--- config.mk ---
export PLATFORM = sky130hd
export DESIGN_NAME = im_scan_ctrl
export DESIGN_NICKNAME = d
export VERILOG_FILES = /design/src/rtl/im_scan_ctrl.sv
export SDC_FILE = /design/constraint.sdc
export NUM_CORES = 1
export LEC_CHECK = 0
export CAP_MARGIN = 20
export CORE_MARGIN = 3
export CORE_UTILIZATION = 45
export CTS_CLUSTER_SIZE = 40
export DETAILED_ROUTE_END_ITERATION = 6
export MAX_ROUTING_LAYER = met4
export PLACE_DENSITY = 0.71
export SYNTH_ARGS = -nofsm -noshare
export SYNTH_HDL_FRONTEND = slang
export SYNTH_SLANG_ARGS = --single-unit
--- constraint.sdc ---
create_clock -name clk -period 8.5 [get_ports clk]
set_input_delay 0.85 -clock clk [delete_from_list [all_inputs] [get_ports clk]]
set_output_delay 0.85 -clock clk [all_outputs]
set_load 0.05 [all_outputs]
--- src/rtl/im_scan_ctrl.sv ---
// Raster-scan read controller for the image memory read port.
// On a start pulse it walks a rectangular window (base, width, height, stride),
// issues one read per pixel and streams the pixels out on a valid/ready
// interface tagged with end-of-line and end-of-frame markers.
// Ports:
//   clk, rst (async, active-low)
//   start, cfg_base, cfg_width, cfg_height, cfg_stride : scan request / window
//   busy, done                                         : scan status
//   im_r_en, im_r_addr, im_r_data                      : image memory read port
//   px_data, px_valid, px_ready, px_eol, px_last       : pixel stream
module im_scan_ctrl #(
    parameter int unsigned IM_ADDR_W = 16,
    parameter int unsigned IM_DATA_W = 8,
    parameter int unsigned DIM_W     = 10
) (
    input  logic                 clk,
    input  logic                 rst,
    input  logic                 start,
    input  logic [IM_ADDR_W-1:0] cfg_base,
    input  logic [DIM_W-1:0]     cfg_width,
    input  logic [DIM_W-1:0]     cfg_height,
    input  logic [IM_ADDR_W-1:0] cfg_stride,
    output logic                 busy,
    output logic                 done,
    output logic                 im_r_en,
    output logic [IM_ADDR_W-1:0] im_r_addr,
    input  logic [IM_DATA_W-1:0] im_r_data,
    output logic [IM_DATA_W-1:0] px_data,
    output logic                 px_valid,
    input  logic                 px_ready,
    output logic                 px_eol,
    output logic                 px_last
);

    typedef enum logic [1:0] {S_IDLE, S_SCAN, S_DONE} state_t;

    state_t               r_state;
    logic                 r_busy, r_done;
    logic [DIM_W-1:0]     r_w, r_h, r_x, r_y;
    logic [IM_ADDR_W-1:0] r_stride, r_line;
    logic                 r_issue_done;
    logic                 r_im_r_en;
    logic [IM_ADDR_W-1:0] r_im_r_addr;
    logic                 r_iss_eol, r_iss_last;
    logic                 r_arr, r_arr_eol, r_arr_last;
    logic [IM_DATA_W-1:0] r_fd [2];
    logic [1:0]           r_feol, r_flast;
    logic                 r_wp, r_rp;
    logic [1:0]           r_cnt;

    logic                 w_idle;
    logic [DIM_W-1:0]     w_w, w_h, w_x, w_y;
    logic [IM_ADDR_W-1:0] w_stride, w_line, w_addr;
    logic                 w_eol, w_lastpx, w_issue, w_credit_ok;
    logic                 w_fifo_ne, w_px_valid, w_pop, w_pop_fifo, w_push;
    logic [1:0]           w_cnt_n;
    logic [IM_DATA_W-1:0] w_head_data;
    logic                 w_head_eol, w_head_last, w_final;

    // Scan position: in IDLE the start cycle issues straight from cfg_* so the
    // first read lands in the cycle after start.
    always_comb begin
        w_idle   = (r_state == S_IDLE);
        w_w      = w_idle ? cfg_width  : r_w;
        w_h      = w_idle ? cfg_height : r_h;
        w_stride = w_idle ? cfg_stride : r_stride;
        w_line   = w_idle ? cfg_base   : r_line;
        w_x      = w_idle ? '0 : r_x;
        w_y      = w_idle ? '0 : r_y;
        w_addr   = IM_ADDR_W'(w_line + IM_ADDR_W'(w_x));
        w_eol    = (w_x == DIM_W'(w_w - DIM_W'(1)));
        w_lastpx = w_eol && (w_y == DIM_W'(w_h - DIM_W'(1)));
    end

    // Stream head: buffered entry first, otherwise bypass the arriving read data.
    always_comb begin
        w_fifo_ne   = (r_cnt != 2'd0);
        w_px_valid  = w_fifo_ne | r_arr;
        w_head_data = w_fifo_ne ? r_fd[r_rp]    : (r_arr ? im_r_data : '0);
        w_head_eol  = w_fifo_ne ? r_feol[r_rp]  : (r_arr & r_arr_eol);
        w_head_last = w_fifo_ne ? r_flast[r_rp] : (r_arr & r_arr_last);
        w_pop       = w_px_valid & px_ready;
        w_pop_fifo  = w_pop & w_fifo_ne;
        w_push      = r_arr & ~(w_pop & ~w_fifo_ne);
        w_cnt_n     = 2'(r_cnt + 2'(w_push) - 2'(w_pop_fifo));
        w_final     = w_pop & w_head_last;
        // Next cycle holds (buffered + arriving) pixels; a new read must still fit in 2.
        w_credit_ok = (3'(w_cnt_n) + 3'(r_im_r_en)) < 3'd2;
        w_issue     = w_idle ? (start && (w_w != '0) && (w_h != '0))
                             : ((r_state == S_SCAN) && !r_issue_done && w_credit_ok);
    end

    // FSM, read issue, and output buffer.
    always_ff @(posedge clk or negedge rst) begin
        if (!rst) begin
            r_state      <= S_IDLE;
            r_busy       <= 1'b0;
            r_done       <= 1'b0;
            r_w          <= '0;
            r_h          <= '0;
            r_x          <= '0;
            r_y          <= '0;
            r_stride     <= '0;
            r_line       <= '0;
            r_issue_done <= 1'b0;
            r_im_r_en    <= 1'b0;
            r_im_r_addr  <= '0;
            r_iss_eol    <= 1'b0;
            r_iss_last   <= 1'b0;
            r_arr        <= 1'b0;
            r_arr_eol    <= 1'b0;
            r_arr_last   <= 1'b0;
            for (int i = 0; i < 2; i++) r_fd[i] <= '0;
            r_feol       <= '0;
            r_flast      <= '0;
            r_wp         <= 1'b0;
            r_rp         <= 1'b0;
            r_cnt        <= '0;
        end else begin
            r_im_r_en <= w_issue;
            if (w_issue) begin
                r_im_r_addr  <= w_addr;
                r_iss_eol    <= w_eol;
                r_iss_last   <= w_lastpx;
                r_issue_done <= w_lastpx;
                if (w_eol) begin
                    r_x    <= '0;
                    r_y    <= DIM_W'(w_y + DIM_W'(1));
                    r_line <= IM_ADDR_W'(w_line + w_stride);
                end else begin
                    r_x    <= DIM_W'(w_x + DIM_W'(1));
                    r_y    <= w_y;
                    r_line <= w_line;
                end
            end

            // Read data returns one cycle after im_r_en, with the flags computed at issue.
            r_arr      <= r_im_r_en;
            r_arr_eol  <= r_iss_eol;
            r_arr_last <= r_iss_last;

            if (w_push) begin
                r_fd[r_wp]    <= im_r_data;
                r_feol[r_wp]  <= r_arr_eol;
                r_flast[r_wp] <= r_arr_last;
                r_wp          <= ~r_wp;
            end
            if (w_pop_fifo) r_rp <= ~r_rp;
            r_cnt <= w_cnt_n;

            r_done <= 1'b0;
            case (r_state)
                S_IDLE: begin
                    if (start) begin
                        r_w      <= cfg_width;
                        r_h      <= cfg_height;
                        r_stride <= cfg_stride;
                        if ((cfg_width == '0) || (cfg_height == '0)) begin
                            r_state <= S_DONE;
                            r_done  <= 1'b1;
                        end else begin
                            r_state <= S_SCAN;
                            r_busy  <= 1'b1;
                        end
                    end
                end
                S_SCAN: begin
                    if (w_final) begin
                        r_state <= S_DONE;
                        r_done  <= 1'b1;
                        r_busy  <= 1'b0;
                    end
                end
                S_DONE:  r_state <= S_IDLE;
                default: r_state <= S_IDLE;
            endcase
        end
    end

    assign busy      = r_busy;
    assign done      = r_done;
    assign im_r_en   = r_im_r_en;
    assign im_r_addr = r_im_r_addr;
    assign px_data   = w_head_data;
    assign px_valid  = w_px_valid;
    assign px_eol    = w_head_eol;
    assign px_last   = w_head_last;

endmodule

==> results of run 1 <==
-- layout by cell type (no fill, tap or decap), drive strengths merged, types with 10 or more instances in the layout --
cell           netlist  layout
nand2              218     218
dfrtp              122     122
clkdlybuf4s50        0      92
nor2                52      52
o21ai               47      47
a21oi               46      46
xnor2               34      34
ha                  31      31
nor3                31      31
xor2                27      27
inv                 27      27
mux2i               25      25
nand3               24      24
clkbuf              24      24
mux2                23      23
o31ai               16      16
and2                14      14
and3                11      11
or3                 11      11
buf                 18      11
o21a                10      10
nor4                10      10
-- how the worst min path moves through the flow --
stage          depth (start not counted)             startpoint                  end  slack [ns]
2_1_floorplan                          0  r_iss_eol$_DFFE_PN0P_  r_arr_eol$_DFF_PN0_        0.35
3_3_place_gp                           0  r_iss_eol$_DFFE_PN0P_  r_arr_eol$_DFF_PN0_        0.37
3_5_place_dp                           0  r_iss_eol$_DFFE_PN0P_  r_arr_eol$_DFF_PN0_        0.38
4_1_cts                                0  r_iss_eol$_DFFE_PN0P_  r_arr_eol$_DFF_PN0_        0.39
5_1_grt                                0  r_iss_eol$_DFFE_PN0P_  r_arr_eol$_DFF_PN0_        0.41
6_report                               0  r_iss_eol$_DFFE_PN0P_  r_arr_eol$_DFF_PN0_        0.39
-- power groups by stage --
stage | combinational, mW | clock (mW) | sequential, mW
after floorplan | 1.08 | 0 | 0.926
after global placement | 1.54 | 0 | 0.828
after detailed placement | 1.57 | 0 | 0.832
after CTS | 1.58 | 0.784 | 0.825
after global routing | 1.79 | 0.809 | 0.842
final | 1.63 | 0.770 | 0.824
-- logic make-up (layout without fill, tap and decap cells) --
group,after synthesis,count (layout)
fa+ha+maj,33,33
xor+xnor,62,62
compound gates,192,192
simple gates,410,410
flops,122,122
buf+inv,69,162
mux,48,48
-- metal layers --
metal	wire, microns	vias up	GRT usage (%)	share of wire (%)
li1	-	3446	-	-
met1	9970	3347	31.4	48
met2	9550	218	33.7	46
met3	998	37	3.88	4.8
met4	345	0	7.09	1.7
met5	0	-	-	0
-- synth_stat cells (6+ instances only) --
cell type	number	area, sq um
and3_1	11	68.8
nand3_1	24	120
o31ai_1	14	105
dfrtp_1	122	3050
nand2b_1	6	37.5
a21o_1	9	67.6
mux2i_1	25	250
o211ai_1	6	45.0
xor2_1	27	236
nor2b_1	8	50.1
nor3_1	30	150
nand2_1	217	815
xnor2_1	34	298
ha_1	31	388
o21a_1	10	75.1
and2_1	14	87.6
or3_1	11	68.8
nor2_1	50	188
a22o_1	7	61.3
a311oi_1	6	52.6
buf_1	10	37.5
a211oi_1	6	45.0
a31oi_1	7	43.8
nor4_1	8	50.1
clkbuf_1	24	90.1
o21ai_0	47	235
mux2_2	23	259
a21oi_1	46	230
inv_1	27	101
-- layout make-up --
type	instances	share of cell area, %
clock buffers	24	4.91
inverters	27	1.03
repair buffers	103	10.5
multi-input cells	745	48.1
clock inverters	8	1.43
well taps	225	2.87
flip-flops and latches	122	31.1
-- metrics by stage --
| step | utilization [%] | cell area (sq um) | setup slack (ns) |
|---|---|---|---|
| finish | 56.3 | 9800 | 3.82 |
| detailed placement | 52.5 | 9140 | 3.29 |
| global route | 56.3 | 9800 | 3.46 |
| floorplan | - | 8050 | 3.85 |
| CTS | 56.1 | 9760 | 3.70 |
| global placement | 52.5 | 9140 | 3.36 |
-- sequential cells by signal, summed over array words and instances (netlist names), 2 cells and up --
signal     flops
im_r_addr     16
r_cnt          2
r_fd          16
r_feol         2
r_flast        2
r_h           10
r_line        16
r_state        2
r_stride      16
r_w           10
r_x           10
r_y           10
==> flow_metrics.env, run 1 <==
export IMPL_multi_input_area_sq_um=4720
export IMPL_vias=7048
export IMPL_syn_nets=1033
export IMPL_clock_power_share_pct=23.9
export IMPL_synthAdderAreaFrac_pct=5.31
export IMPL_synthFlopType="dfrtp_1"
export IMPL_crit_type="register to register"
export IMPL_cap_violations=0
export IMPL_synth_area_per_cell_sq_um=8.60
export IMPL_ys_warn_count=0
export IMPL_io_pins=94
export IMPL_syn_to_final_growth_pct=21.8
export IMPL_clockBufferDepth=2
export IMPL_worstPathArrival_ns=4.98
export IMPL_drt_iter0_markers=556
export IMPL_post_route_min_period_ns=4.68
export IMPL_setup_worst_path_end_class="register"
export IMPL_grt_usage_pct=22.6
export IMPL_rsz0062_at_grt="no"
export IMPL_skew_ns=0.00848
export IMPL_clock_root_buffer="clkbuf_16"
export IMPL_netSwitchingFraction_pct=42.0
export IMPL_cp_start_kind="register"
export IMPL_synth_top_family_by_area="simple AND/OR/NAND/NOR gates"
export IMPL_path_clk_slew_ns=0.06
export IMPL_path_common_cell="buf_4"
export IMPL_cts_setup_buffers=0
export IMPL_drive_gt1_share_pct=7.97
export IMPL_die_w_microns=140
export IMPL_ff_latch_area_sq_um=3050
export IMPL_ff2ff_setup_slack_ns=3.82
export IMPL_htree_levels=4
export IMPL_fillers=1586
export IMPL_antenna_cells=0
export IMPL_wl_per_cell_microns=16.6
export IMPL_slew_headroom_pct=37.9
export IMPL_io_buffers=93
export IMPL_synth_area_sq_um=8050
export IMPL_hold_class="register to register"
export IMPL_dieArea_sq_um=19500
export IMPL_synth_xor_area_share_pct=6.93
export IMPL_cts_num_sinks=122
export IMPL_grt_overflow_total=0
export IMPL_ys_seq_elements=122
export IMPL_cts_made_buffers=17
export IMPL_dp_cells=1220
export IMPL_cts_tree="done"
export IMPL_netlist_instances=936
export IMPL_nNetsFinal=1113
export IMPL_power_density_nw_per_um2=329
export IMPL_viasPerCell=5.62
export IMPL_p_int_mw=1.87
export IMPL_finalNonFillerCells=1254
export IMPL_num_rows=48
export IMPL_cp_top_family="compound AO/OA/AOI/OAI gates"
export IMPL_ys_seq_area_share_pct=37.9
export IMPL_worst_path_buf_inv=2
export IMPL_antenna_found_initial=0
export IMPL_peakVddDrop_mv=0.311
export IMPL_rr_worst_depth=10
export IMPL_place_congestion=0.865
export IMPL_grt_pass1_wl_mm=35.1
export IMPL_async_flop_share_pct=100
export IMPL_drv_slew=0
export IMPL_synth_edf_count=0
export IMPL_grt_pass1_vias=6775
export IMPL_p_leak_nw=4.45
export IMPL_dp_hpwl_mm=14.5
export IMPL_ant_nets=0
export IMPL_pwr_share_comb_pct=50.5
export IMPL_initial_core_util_pct=46.2
export IMPL_synth_distinct_cells=70
export IMPL_r2r_end="r_x[6]$_DFFE_PN0P_"
export IMPL_synth_simple_gate_area_share_pct=23.7
export IMPL_status="finished, final reports clean"
export IMPL_path_depth=10
export IMPL_clk_latency_ns=0.42
export IMPL_p_sw_mw=1.35
export IMPL_setup_violations=0
export IMPL_cp_max_fo=37
export IMPL_core_sq_um=17400
export IMPL_fin_setup_tns_ns=0
export IMPL_crit_required_ns=8.80
export IMPL_drt_pass1_iter_count=5
export IMPL_finalCritPeriodShare_pct=55.0
export IMPL_wl_mm=20.9
export IMPL_max_freq_ghz=0.214
export IMPL_cp_startpoint="r_state[0]$_DFFE_PN0P_"
export IMPL_hold_ws_ns=0.390
export IMPL_synth_compound_gate_area_share_pct=16.3
export IMPL_power_mw=3.22
export IMPL_drc_errors=0
export IMPL_synthMuxAreaShare_pct=6.32
export IMPL_grt_max_degree=72
export IMPL_p_seq_share_pct=25.6
export IMPL_slowest_stage="dfrtp_1"
export IMPL_cts_resized=0
export IMPL_path_cells="or2_2 -> buf_4 -> o21ai_0 -> o31a_1 -> nor4b_2 -> o2111ai_2 -> nor2_2 -> buf_4 -> o31ai_1 -> a22o_1"
export IMPL_crit_end="r_x[6]$_DFFE_PN0P_"
export IMPL_max_stage_delay_ns=0.66
export IMPL_tightest_slew_ns=0.931
export IMPL_postCtsHoldBufs=0
export IMPL_hold_viol=0
export IMPL_reg2reg_from="r_state[0]$_DFFE_PN0P_"
export IMPL_fp_dieH_microns=140
Note: power is estimated with default switching activity, not from simulation.
==> run 2, diff against run 1 <==
--- a/config.mk
+++ b/config.mk
@@ -11,7 +11,7 @@
 export CTS_CLUSTER_SIZE = 40
 export DETAILED_ROUTE_END_ITERATION = 6
 export MAX_ROUTING_LAYER = met4
-export PLACE_DENSITY = 0.71
+export PLACE_DENSITY = 0.74
 export SYNTH_ARGS = -nofsm -noshare
 export SYNTH_HDL_FRONTEND = slang
 export SYNTH_SLANG_ARGS = --single-unit
==> constraint.sdc (replaced) <==
create_clock -name clk -period 3.75 [get_ports clk]
set_input_delay 0.375 -clock clk [delete_from_list [all_inputs] [get_ports clk]]
set_output_delay 0.375 -clock clk [all_outputs]
set_load 0.05 [all_outputs]
==> run 2 against run 1 <==
Global-route usage rose by 0.92 points. Critical path type unchanged. Final cell count rose by 1.4%. Count of clock-buffer cells in the layout fell by 7.
==> flow_metrics.env, run 2 (synthesis gave the netlist of run 1 again) <==
export IMPL_status="finished, final reports clean"
export IMPL_die_w_microns=140
export IMPL_reg2reg_from="r_state[0]$_DFFE_PN0P_"
export IMPL_antenna_cells=0
export IMPL_power_density_nw_per_um2=753
export IMPL_min_to="r_arr_eol$_DFF_PN0_"
export IMPL_wl_mm=21.9
export IMPL_num_rows=48
export IMPL_max_stage_delay_ns=0.51
export IMPL_hold_viol=0
export IMPL_dp_cells=1238
export IMPL_max_freq_ghz=0.283
export IMPL_cp_max_fo=13
export IMPL_cp_start_kind="register"
export IMPL_setup_worst_path_end_class="register"
export IMPL_layout_common_cells="nand2_1 (217), dfrtp_1 (122), clkdlybuf4s50_1 (92)"
export IMPL_antenna_found_initial=0
export IMPL_io_pins=94
export IMPL_ff2ff_setup_slack_ns=0.22
export IMPL_vias=7210
export IMPL_path_clk_slew_ns=0.06
export IMPL_ant_nets=0
export IMPL_drv_slew=0
export IMPL_place_area_sq_um=9390
export IMPL_fin_area_sq_um=10100
export IMPL_dp_hpwl_mm=15.8
export IMPL_peakVddDrop_mv=0.796
export IMPL_drive_gt1_share_pct=10.2
export IMPL_place_congestion=0.939
export IMPL_slew_headroom_pct=37.0
export IMPL_post_route_min_period_ns=3.53
export IMPL_clockBufferDepth=2
export IMPL_core_sq_um=17400
export IMPL_slowest_stage="dfrtp_1"
export IMPL_p_leak_nw=4.56
export IMPL_clk_latency_ns=0.43
export IMPL_syn_to_final_growth_pct=25.2
export IMPL_grt_overflow_total=0
export IMPL_rr_worst_depth=13
export IMPL_tightest_slew_ns=0.941
export IMPL_finalCritPeriodShare_pct=94.3
export IMPL_nNetsFinal=1130
export IMPL_worstPathArrival_ns=3.85
export IMPL_htree_levels=4
export IMPL_crit_type="register to register"
export IMPL_clock_root_buffer="clkbuf_16"
export IMPL_crit_required_ns=4.07
export IMPL_hp_start="r_iss_eol$_DFFE_PN0P_"
export IMPL_io_buffers=93
export IMPL_rsz0062_at_grt="no"
export IMPL_skew_ns=0.00657
export IMPL_grt_max_degree=79
export IMPL_hold_class="register to register"
export IMPL_layout_commonest_cell="nand2_1"
export IMPL_hold_path_depth=0
export IMPL_finalNonFillerCells=1271
export IMPL_setup_violations=0
export IMPL_cap_violations=0
export IMPL_initial_core_util_pct=46.2
export IMPL_path_common_cell="mux2i_1"
export IMPL_viasPerCell=5.67
export IMPL_cts_made_buffers=17
export IMPL_dieArea_sq_um=19500
export IMPL_drt_iter0_markers=649
export IMPL_fin_util_pct=57.9
export IMPL_drc_errors=0
export IMPL_grt_pass1_wl_mm=36.5
export IMPL_grt_pass1_vias=7097
export IMPL_cts_num_sinks=122
export IMPL_fp_dieH_microns=140
export IMPL_r2r_end="r_line[15]$_DFFE_PN0P_"
export IMPL_drt_pass1_iter_count=5
export IMPL_cts_tree="done"
export IMPL_path_cells="or2_4 -> buf_4 -> mux2i_1 -> inv_1 -> ha_1 -> and4_1 -> and3_1 -> nand3_1 -> nand4b_1 -> a21oi_1 -> mux2i_1 -> a31o_2 -> a2111oi_2"
export IMPL_wl_per_cell_microns=17.3
export IMPL_grt_usage_pct=23.5
run 2: cell type report:
class	instances	area, sq um
repair buffers	120	1200
fillers	1533	7340
inverters	27	101
multi-input cells	745	4780
clock inverters	15	248
clock buffers	17	425
well taps	225	282
flip-flops and latches	122	3050
run 2: timing repair:
action | in CTS | in global routing
endpoints found under the hold margin | 44 | 0
resized for setup | 0 | 2
setup endpoints to repair | 0 | 6
hold buffers | 1 | 0
setup buffers | 0 | 0
run 2: worst max-delay path by stage:
stage	start	to	slack, ns	cells past startpoint
finish	r_state[0]$_DFFE_PN0P_	r_line[15]$_DFFE_PN0P_	0.22	13
global route	r_state[0]$_DFFE_PN0P_	r_line[15]$_DFFE_PN0P_	0.02	13
CTS	r_state[1]$_DFFE_PN0P_	r_line[15]$_DFFE_PN0P_	0.14	13
detailed placement	r_state[1]$_DFFE_PN0P_	r_line[15]$_DFFE_PN0P_	0.18	13
floorplan	r_state[0]$_DFFE_PN0P_	r_line[15]$_DFFE_PN0P_	-0.1	16
global placement	r_state[1]$_DFFE_PN0P_	r_line[15]$_DFFE_PN0P_	0.30	13
run 2: metal layers:
metal  GRT usage [%]  wire length [microns]
met3            4.88                   1230
met5               -                      0
met4            5.46                    314
met2            36.8                  10400
met1            31.5                   9940
run 2: worst max-delay path: cells and delay by family, from the launching register on:
kind	cells	cell delay [ns]
multiplexers	2	0.38
adder cells (fa/ha/maj)	1	0.33
buffers and inverters	2	0.34
flip-flops	1	0.51
AND/OR/NAND/NOR	5	0.91
AO/OA/AOI/OAI	3	0.96
run 2: through the flow:
| stage | TNS [ns] | hold slack, ns | power (mW) | setup slack [ns] |
|---|---|---|---|---|
| 2_1_floorplan | -0.128 | 0.0794 | 4.57 | -0.0996 |
| 3_3_place_gp | 0 | 0.363 | 5.62 | 0.303 |
| 3_5_place_dp | 0 | 0.382 | 5.66 | 0.179 |
| 4_1_cts | 0 | 0.394 | 7.60 | 0.143 |
| 5_1_grt | 0 | 0.414 | 8.07 | 0.0217 |
| 6_report | 0 | 0.387 | 7.59 | 0.215 |
run 2: where the power goes:
group          total (mW)  internal [mW]  switching, mW
combinational        3.83           1.49           2.33
sequential           1.86           1.63          0.230
clock                1.90           1.25          0.654
==> run 3, diff against run 2 <==
--- a/config.mk
+++ b/config.mk
@@ -11,7 +11,7 @@
 export CTS_CLUSTER_SIZE = 40
 export DETAILED_ROUTE_END_ITERATION = 6
 export MAX_ROUTING_LAYER = met4
-export PLACE_DENSITY = 0.74
+export PLACE_DENSITY = 0.71
 export SYNTH_ARGS = -nofsm -noshare
 export SYNTH_HDL_FRONTEND = slang
 export SYNTH_SLANG_ARGS = --single-unit
==> constraint.sdc (replaced) <==
create_clock -name clk -period 3.5 [get_ports clk]
set_input_delay 0.35 -clock clk [delete_from_list [all_inputs] [get_ports clk]]
set_output_delay 0.35 -clock clk [all_outputs]
set_load 0.05 [all_outputs]
==> run 3 against run 2 <==
The flow now finishes with violations (hold timing). Wire length increased by 1.5%. Global-route usage increased by 0.18 points. Worst hold slack got worse by 0.40 ns. Sequential cell count unchanged.
==> flow_metrics.env, run 3 (synthesis gave the netlist of run 1 again) <==
export IMPL_dp_cells=1256
export IMPL_vias=7238
export IMPL_antenna_found_initial=0
export IMPL_fin_setup_tns_ns=0
export IMPL_hold_ws_ns=-0.0153
export IMPL_finalNonFillerCells=1300
export IMPL_p_leak_nw=4.69
export IMPL_clk_latency_ns=0.43
export IMPL_slowest_stage="dfrtp_2"
export IMPL_die_w_microns=140
export IMPL_grt_max_degree=68
export IMPL_finalCritPeriodShare_pct=95.0
export IMPL_fillers=1524
export IMPL_post_route_min_period_ns=3.32
export IMPL_hold_viol=8
export IMPL_fin_util_pct=59.3
export IMPL_crit_required_ns=3.81
export IMPL_layout_common_cells="nand2_1 (217), dfrtp_1 (120), clkdlybuf4s50_1 (92)"
export IMPL_violations="hold timing"
export IMPL_path_cells="or2_4 -> buf_12 -> nand2_1 -> nand2_1 -> ha_1 -> inv_1 -> fa_1 -> nor2b_1 -> o31a_1 -> o211ai_1 -> nand2_1 -> a211o_1 -> a21oi_1 -> xor2_1 -> a311oi_1"
export IMPL_htree_levels=4
export IMPL_wl_per_cell_microns=17.1
export IMPL_core_sq_um=17400
export IMPL_rsz0062_at_grt="yes"
export IMPL_drv_slew=0
export IMPL_fp_dieH_microns=140
export IMPL_reg2reg_from="r_state[1]$_DFFE_PN0P_"
export IMPL_grt_pass1_vias=7176
export IMPL_syn_to_final_growth_pct=28.3
export IMPL_setup_ws_ns=0.175
export IMPL_status="finished with violations"
export IMPL_grt_usage_pct=23.7
export IMPL_drc_errors=0
export IMPL_cp_startpoint="r_state[1]$_DFFE_PN0P_"
export IMPL_power_mw=8.13
export IMPL_clockBufferDepth=2
export IMPL_io_pins=94
export IMPL_cp_start_kind="register"
export IMPL_num_rows=48
export IMPL_io_buffers=93
export IMPL_dp_hpwl_mm=15.9
export IMPL_setup_violations=0
export IMPL_hold_class="input port to asynchronous set/reset pin"
export IMPL_path_clk_slew_ns=0.06
export IMPL_grt_pass1_wl_mm=36.7
export IMPL_pre_cts_slack_ns=0.0528
export IMPL_ant_nets=0
export IMPL_fin_area_sq_um=10300
export IMPL_setup_worst_path_end_class="register"
export IMPL_place_area_sq_um=9620
export IMPL_tightest_slew_ns=0.947
export IMPL_cp_max_fo=29
export IMPL_slew_headroom_pct=36.8
export IMPL_nNetsFinal=1159
export IMPL_skew_ns=0.00800
export IMPL_cap_violations=0
export IMPL_peakVddDrop_mv=0.763
export IMPL_drt_pass1_iter_count=5
export IMPL_drt_iter0_markers=494
export IMPL_crit_type="register to register"
export IMPL_layout_commonest_cell="nand2_1"
export IMPL_postCtsHoldBufs=0
export IMPL_power_density_nw_per_um2=788
export IMPL_clock_root_buffer="clkbuf_16"
export IMPL_cts_made_buffers=17
export IMPL_cts_num_sinks=122
export IMPL_dieArea_sq_um=19500
export IMPL_worstPathArrival_ns=3.64
export IMPL_antenna_cells=0
export IMPL_place_congestion=0.949
export IMPL_max_freq_ghz=0.301
export IMPL_max_stage_delay_ns=0.44
export IMPL_path_common_cell="nand2_1"
export IMPL_viasPerCell=5.57
export IMPL_grt_overflow_total=0
export IMPL_wl_mm=22.3
export IMPL_initial_core_util_pct=46.2
export IMPL_drive_gt1_share_pct=14.5
export IMPL_cts_tree="done"
==> run 3: cell types whose count changed in the layout (fill, tap and decap cells not counted), moves of 3 or more <==
cell,previous run,this run
o21ai_1,0,7
buf_12,5,8
buf_4,22,48
nor3_1,30,23
nor3_2,1,7
inv_8,0,8
o21ai_0,47,40
bufinv_16,6,0
==> run 3: per-layer routing <==
metal	GRT usage, %	part of all wire (%)
met1	32.0	46
met2	36.6	48
met3	4.60	4.4
met4	6.43	1.7
met5	-	0
==> run 3: timing repair <==
item,CTS,global route
setup endpoints to repair,0,21
setup buffers,0,12
resized for setup,0,15
==> run 3: final timing paths <==
path	cells after the start	endpoint	slack (ns)
worst min register to register	0	r_arr_eol$_DFF_PN0_	0.40
worst max-delay path	15	r_line[12]$_DFFE_PN0P_	0.18
worst min-delay path	1	r_w[0]$_DFFE_PN0P_	-0.02
min in group clk	0	r_arr_eol$_DFF_PN0_	0.40
worst max register to register	15	r_line[12]$_DFFE_PN0P_	0.18
max in group asynchronous	2	r_stride[7]$_DFFE_PN0P_	2.67
==> run 3: final cells by class <==
cell class | count | area, sq um | share of cell area (%)
clock buffer | 17 | 425 | 4.12
clock inverter | 15 | 148 | 1.43
inverter | 27 | 101 | 0.981
multi-input combinational | 745 | 4860 | 47.1
sequential | 122 | 3060 | 29.6
tap | 225 | 282 | 2.73
timing repair buffer | 149 | 1450 | 14.1
==> run 3: critical path: cells and delay by family (launching register included) <==
kind | cells | cell delay [ns]
AO/OA/AOI/OAI | 5 | 1.27
AND/OR/NAND/NOR | 5 | 0.69
flip-flops | 1 | 0.44
adder cells (fa/ha/maj) | 2 | 0.43
buffers and inverters | 2 | 0.26
XOR/XNOR | 1 | 0.10
==> run 3: power by group <==
part	internal, mW	switching (mW)	leakage (nW)	total [mW]
sequential	1.75	0.229	1.52	1.98
combinational	1.80	2.64	2.90	4.44
clock	0.949	0.764	0.276	1.71
total	4.50	3.63	4.69	8.13
